[src/rtl/rs422_uart_tx.sv]
// rs422_uart_tx: 8N1 UART transmitter that drives RS-422/RS-485 transceiver pins.
// The driver enable (rs422_de) is raised only around a frame: an optional lead guard,
// then start, data and stop bits, then an optional tail guard. Outside that window the
// bus is released so that other nodes can drive it.
module rs422_uart_tx #(
    parameter int CLKS_PER_BIT  = 868,
    parameter int DE_LEAD       = 16,
    parameter int DE_TAIL_BITS  = 1,
    parameter int ECHO_SUPPRESS = 1
) (
    input  logic       clk,
    input  logic       reset,
    input  logic [7:0] in_data,
    input  logic       in_valid,
    output logic       in_ready,
    output logic       rs422_txd,
    output logic       rs422_de,
    output logic       rs422_re_n,
    output logic       rs422_te,
    output logic       busy
);

    localparam int TAIL_LEN  = DE_TAIL_BITS * CLKS_PER_BIT;
    localparam int CW        = (CLKS_PER_BIT > 1) ? $clog2(CLKS_PER_BIT) : 1;
    localparam int LW        = (DE_LEAD > 1) ? $clog2(DE_LEAD) : 1;
    localparam int TW        = (TAIL_LEN > 1) ? $clog2(TAIL_LEN) : 1;
    localparam int LEAD_LAST = (DE_LEAD > 0) ? DE_LEAD - 1 : 0;
    localparam int TAIL_LAST = (TAIL_LEN > 0) ? TAIL_LEN - 1 : 0;

    localparam logic [CW-1:0] BIT_LAST  = CW'(CLKS_PER_BIT - 1);
    localparam logic [LW-1:0] LEAD_END  = LW'(LEAD_LAST);
    localparam logic [TW-1:0] TAIL_END  = TW'(TAIL_LAST);

    typedef enum logic [2:0] {
        S_IDLE,
        S_LEAD,
        S_START,
        S_DATA,
        S_STOP,
        S_TAIL
    } state_t;

    state_t          state_q, state_n;
    logic [CW-1:0]   cnt_q, cnt_n;      // clocks within the current bit
    logic [2:0]      bit_q, bit_n;      // data bit index
    logic [LW-1:0]   lead_q, lead_n;    // lead guard clocks
    logic [TW-1:0]   tail_q, tail_n;    // tail guard clocks
    logic [7:0]      shreg_q, shreg_n;  // byte being sent, LSB on the line
    logic            txd_q, txd_n;
    logic            de_q, de_n;
    logic            busy_q;
    logic            bit_end;

    assign bit_end = (cnt_q == BIT_LAST);

    // Ready is decoded from state so a tail-state accept can chain frames seamlessly.
    assign in_ready   = (state_q == S_IDLE) || (state_q == S_TAIL);
    assign rs422_txd  = txd_q;
    assign rs422_de   = de_q;
    assign rs422_re_n = (ECHO_SUPPRESS != 0) ? de_q : 1'b0;
    assign rs422_te   = 1'b0;
    assign busy       = busy_q;

    // Next-state and next-output decode; outputs are computed for the state being entered.
    always_comb begin
        state_n = state_q;
        cnt_n   = cnt_q;
        bit_n   = bit_q;
        lead_n  = lead_q;
        tail_n  = tail_q;
        shreg_n = shreg_q;
        txd_n   = 1'b1;
        de_n    = 1'b1;
        case (state_q)
            S_IDLE: begin
                de_n = 1'b0;
                if (in_valid) begin
                    shreg_n = in_data;
                    de_n    = 1'b1;
                    cnt_n   = '0;
                    lead_n  = '0;
                    if (DE_LEAD == 0) begin
                        state_n = S_START;
                        txd_n   = 1'b0;
                    end else begin
                        state_n = S_LEAD;
                    end
                end
            end
            S_LEAD: begin
                if (lead_q == LEAD_END) begin
                    state_n = S_START;
                    txd_n   = 1'b0;
                    cnt_n   = '0;
                end else begin
                    lead_n = lead_q + 1'b1;
                end
            end
            S_START: begin
                txd_n = 1'b0;
                if (bit_end) begin
                    state_n = S_DATA;
                    cnt_n   = '0;
                    bit_n   = '0;
                    txd_n   = shreg_q[0];
                end else begin
                    cnt_n = cnt_q + 1'b1;
                end
            end
            S_DATA: begin
                txd_n = shreg_q[0];
                if (bit_end) begin
                    cnt_n = '0;
                    if (bit_q == 3'd7) begin
                        state_n = S_STOP;
                        txd_n   = 1'b1;
                    end else begin
                        bit_n   = bit_q + 1'b1;
                        shreg_n = {1'b0, shreg_q[7:1]};
                        txd_n   = shreg_q[1];
                    end
                end else begin
                    cnt_n = cnt_q + 1'b1;
                end
            end
            S_STOP: begin
                if (bit_end) begin
                    cnt_n  = '0;
                    tail_n = '0;
                    if (TAIL_LEN == 0) begin
                        state_n = S_IDLE;
                        de_n    = 1'b0;
                    end else begin
                        state_n = S_TAIL;
                    end
                end else begin
                    cnt_n = cnt_q + 1'b1;
                end
            end
            S_TAIL: begin
                // A new byte here skips the lead guard: DE is already up.
                if (in_valid) begin
                    shreg_n = in_data;
                    state_n = S_START;
                    txd_n   = 1'b0;
                    cnt_n   = '0;
                end else if (tail_q == TAIL_END) begin
                    state_n = S_IDLE;
                    de_n    = 1'b0;
                end else begin
                    tail_n = tail_q + 1'b1;
                end
            end
            default: begin
                state_n = S_IDLE;
                de_n    = 1'b0;
            end
        endcase
    end

    // State, counters and registered pin outputs; reset releases the bus immediately.
    always_ff @(posedge clk or posedge reset) begin
        if (reset) begin
            state_q <= S_IDLE;
            cnt_q   <= '0;
            bit_q   <= '0;
            lead_q  <= '0;
            tail_q  <= '0;
            shreg_q <= '0;
            txd_q   <= 1'b1;
            de_q    <= 1'b0;
            busy_q  <= 1'b0;
        end else begin
            state_q <= state_n;
            cnt_q   <= cnt_n;
            bit_q   <= bit_n;
            lead_q  <= lead_n;
            tail_q  <= tail_n;
            shreg_q <= shreg_n;
            txd_q   <= txd_n;
            de_q    <= de_n;
            busy_q  <= (state_n != S_IDLE);
        end
    end

endmodule
[config.mk]
export PLATFORM = sky130hd
export DESIGN_NAME = rs422_uart_tx
export DESIGN_NICKNAME = d
export VERILOG_FILES = /design/src/rtl/rs422_uart_tx.sv
export SDC_FILE = /design/constraint.sdc
export NUM_CORES = 1
export LEC_CHECK = 0
export BUFFER_PORTS_ARGS = -buffer_cell sky130_fd_sc_hd__clkbuf_2
export CORE_ASPECT_RATIO = 0.7
export CORE_MARGIN = 2
export CORE_UTILIZATION = 25
export CTS_BUF_LIST = sky130_fd_sc_hd__clkbuf_8
export CTS_CLUSTER_SIZE = 20
export DETAILED_ROUTE_END_ITERATION = 8
export PLACE_DENSITY = 0.47
export SYNTH_ARGS = -nofsm -noshare
export SYNTH_HDL_FRONTEND = slang
export SYNTH_SLANG_ARGS = --single-unit
[constraint.sdc]
create_clock -name clk -period 2.45 [get_ports clk]
set_input_delay 0.1225 -clock clk [delete_from_list [all_inputs] [get_ports clk]]
set_output_delay 0.1225 -clock clk [all_outputs]
set_load 0.01 [all_outputs]
# After elaboration in Yosys (flattened, before gate mapping)
# Cells that the tools add are included.
# W data, S select, Z words.
# totals
register_bits,41
latchBits,0
ramBits,0
rom_bits,0
inputBits,11
out_inout_bits,6
word_cells,86
memories,0
# op_classes
add_sub_neg,4
multipliers,0
div_mod_pow,0
order_cmp,0
n_eq_ne,19
n_shift,0
n_mux,38
bitwise_logic,0
reduce_logical,16
# ops
operator,count
$mux W10,6
$mux W3,11
$pmux W10 S3,1
$mux W8,3
$add A10 B1 Y10 const B,2
$eq A10 B10 Y1 const B,2
$pmux W10 S2,1
$ne A2 B2 Y1 const B,9
$pmux W3 S6,1
$pmux W8 S2,1
$reduce_and A4 Y1,3
$eq A3 B3 Y1 const B,3
$mux W1,8
$mux W4,2
$pmux W4 S2,1
$reduce_bool A2 Y1,4
$eq A3 B2 Y1 const B,2
$pmux W3 S2,1
$reduce_and A3 Y1,2
$reduce_bool A3 Y1,2
$add A4 B1 Y4 const B,1
$eq A4 B4 Y1 const B,1
$pmux W1 S4,1
$reduce_or A4 Y1,1
other kinds (8),8

# Depth between registers and ports, before layout
# logic_depth
word_depth,5
ltp_mapped,6
ltp_nobuf,6

# Worst setup path after synthesis
# Ideal clock, no wire load.
# synth_timing
path_kind,reg2reg
startpoint,register cnt_q[0]
endpoint,register shreg_q[0]
setup_time_ps,125
arrival_time_ps,2188
t_required_ps,2325
path_slack_ps,138
path_stages_with_launch,7
n_path_buf,1
period_less_slack_ps,2312
cell_sequence,dfrtp_1 ha_1 or3b_4 or4_4 buf_6 o2bb2ai_4 mux2_2
# synth_between
elab_chain_cells,3
# synth_lines
element,line,rtl
start: declaration,44,"logic [CW-1:0] cnt_q, cnt_n;"
start signal: assignment,175,cnt_q <= cnt_n;
$eq A10 B10 Y1,54,assign bit_end = (cnt_q == BIT_LAST);
$ne A2 B2 Y1 (no line),-,
$reduce_and A4 Y1 (no line),-,
end signal: assignment,179,shreg_q <= shreg_n;
end: declaration,48,"logic [7:0] shreg_q, shreg_n;"
# No other way between the ends.
# A chain may end at the register's enable or synchronous reset.

# Worst setup path after layout
# layout_timing
startpoint,register cnt_q[0]
endpoint,register shreg_q[5]
# Same word-level chain as after synthesis.

==> impl_metrics.ini <==
[status]
outcome = finished, final reports clean

[routing]
firstDrtPassIters = 4
antenna_left = 0
via_count = 1847
via_per_inst = 4.81
wl_per_cell_um = 13.1
wirelength_um = 5030
first_iter_violations = 101
drc = 0

[global_routing]
grt_max_degree = 24
grt_pass1_vias = 1719
grt_overflow_total = 0
antenna_found_initial = 0
grt_pass1_wl_um = 8610
grt.total_usage = 0.106

[timing]
setup_viol = 0
tns_ns = 0
finalClockSkew_ns = 0.0124
fmaxAchievable_mhz = 429
rsz0062_at_grt = no
drv_slew = 0
finalCriticalPeriod_ns = 2.33
hold_viol = 0
slew_headroom = 0.436
finalCritPeriodShare = 0.952
worst-slew-pin-transition_ns = 0.841

[layout]
antennaDiodeCount = 0
drive_above_1_share = 0.219
finalNetCount = 275
area_growth_pct = 16.2

[power]
leakagePower_uw = 0.00113
design_power_total_uw = 2370
power_density_mw_per_mm2 = 878
ir_drop_mv = 0.405

[clock_tree]
clk_transition_reported_paths_ns = 0.08
cts-root-buf = clkbuf_8
cts.htree.levels = 2
cts_tree = yes
cts_num_sinks = 41
cts-buffers-inserted = 5
clockBufferDepth = 2
clock_latency_ns = 0.30

[synthesis]
yosysSeqAreaShare = 0.443
netlist_instances = 231
synth_edf_count = 0
yosys_warnings = 0
syn_area_mm2 = 0.00232
synth_largest_area_cell = dfrtp_1
ys_types = 54
synth.avg_cell_area_um2 = 10.0
synth_nets = 247
async_reset_ff_frac = 1.00
netlist.area_leader.share = 0.431
synth_seq_cells = 41
synth_ff_type = dfrtp_1
synth_area_leaders = dfrtp_1, mux2_2, nand3_1

[critical_path]
crit_path_start_kind = flip-flop
r2r-start = cnt_q[0]$_DFFE_PP0P_
critPathArrivalTime_ns = 2.51
crit_required_ns = 2.63
worst-path-max-fanout = 8
critPathLaunch = cnt_q[0]$_DFFE_PP0P_
end_kind = flip-flop
worstSetupPathType = reg -> reg

[placement]
place.gp.congestion = 0.738
dp_hpwl_um = 3540
io_buffers = 15

[die]
boundaryPins = 17
dieArea_mm2 = 0.0101
initial_core_util = 0.257
core-area_mm2 = 0.00903
num_rows = 29
dieWidth_um = 119
die_height_um = 84.6

[worst_hold_path]
worstHoldStart = in_data[7]
hp-class = in -> reg

[job]
max_cap_violations = 0
flip-flops by register name, summed over array words and instances (netlist names):
name and cells:
bit_q 3, busy 1, cnt_q 10, lead_q 4, rs422_de 1, rs422_txd 1, shreg_q 8, state_q 3
tail_q 10
repair_timing:
action | in CTS | in global routing
setup buffers | 0 | 3
setup endpoints to repair | 0 | 4
endpoints found under the hold margin | 22 | 0
hold buffers | 1 | 0
gates resized for setup | 0 | 1
layout by cell type, fill, tap and decap left out, types with 3 or more instances in the layout:
cell type,instances
or4_1,4
or3_1,3
xnor2_1,5
buf_4,13
nand4_1,4
clkbuf_8,5
dfrtp_1,40
o21ai_0,11
nand3_1,15
nor3_1,3
o211ai_1,3
mux2_2,16
nor2_1,13
ha_1,4
nand2_1,16
and3_1,5
nand2b_1,4
inv_1,12
o31ai_1,3
a31oi_1,8
nor4_1,3
a21oi_1,10
clkbuf_2,15
nor2b_1,3
critical path, stage by stage (launching register included):
cell	delay, ns
dfrtp_1	0.39
ha_2	0.23
or3b_4	0.42
or4_4	0.52
o2bb2ai_4	0.28
mux2_2	0.38
report_power, final:
part | internal (uW) | switching (uW) | total (uW)
sequential | 854 | 147 | 1000
clock | 192 | 239 | 431
combinational | 450 | 486 | 937
metal layers:
| metal | GRT usage | share of wire | routed length, um | up-vias |
|---|---|---|---|---|
| met1 | 0.160 | 0.54 | 2730 | 897 |
| met4 | 0.0195 | 0.0076 | 38 | 0 |
| met5 | 0 | 0 | 0 | - |
| met3 | 0.0346 | 0.041 | 207 | 6 |
| li1 | - | - | - | 920 |
| met2 | 0.147 | 0.41 | 2050 | 24 |
final timing paths:
check / end / slack [ns] / cells after the start
max in group asynchronous: rs422_txd$_DFF_PP1_ / 1.28 / 4
worst min-delay path: shreg_q[7]$_DFFE_PP0P_ / 0.05 / 3
worst min register to register: shreg_q[2]$_DFFE_PP0P_ / 0.51 / 1
worst max register to register: shreg_q[5]$_DFFE_PP0P_ / 0.12 / 5
worst max-delay path: shreg_q[5]$_DFFE_PP0P_ / 0.12 / 5
min in group asynchronous: tail_q[9]$_DFFE_PP0P_ / 0.41 / 3
layout make-up:
cell class / count / area [um2]
inverter: 11 / 41.3
timing repair buffer: 29 / 183
clock buffer: 5 / 68.8
clock inverter: 3 / 12.5
tap: 124 / 155
sequential: 41 / 1030
fill: 954 / 6340
multi-input combinational: 171 / 1210
cells by family after synthesis:
group | count (synthesis) | share of synthesized area
and+or+nand+nor | 86 | 0.216
AOI/OAI and AO/OA | 54 | 0.162
muxes | 18 | 0.0863
other | 1 | 0.00162
xor gates and xnor gates | 7 | 0.0264
buffers and inverters | 19 | 0.0377
adders and majority gates | 5 | 0.0270
DFF | 41 | 0.443
synth_stat cells, types with 4 or more instances:
master and number:
dfrtp_1 40, mux2_2 16, nand2_1 16, nand3_1 15, nor2_1 13, inv_1 11
o21ai_0 11, a21oi_1 10, a31oi_1 8, and3_1 5, ha_1 5, xnor2_1 5
clkbuf_1 4, nand2b_1 4, nand4_1 4, or4_1 4
per-stage QoR:
step                      utilization  hold WS (ns)  worst slack [ns]  std cells  cell area [um2]
final                           0.298        0.0506             0.119        384             2700
after detailed placement        0.286         0.214            0.0749        372             2580
after floorplan                     -         0.260             0.138        231             2320
after global routing            0.298        0.0697            0.0374        384             2700
after global placement          0.286         0.220             0.122        372             2580
after CTS                       0.296        0.0333            0.0533        381             2670
Note: power is estimated with default switching activity, not from simulation.
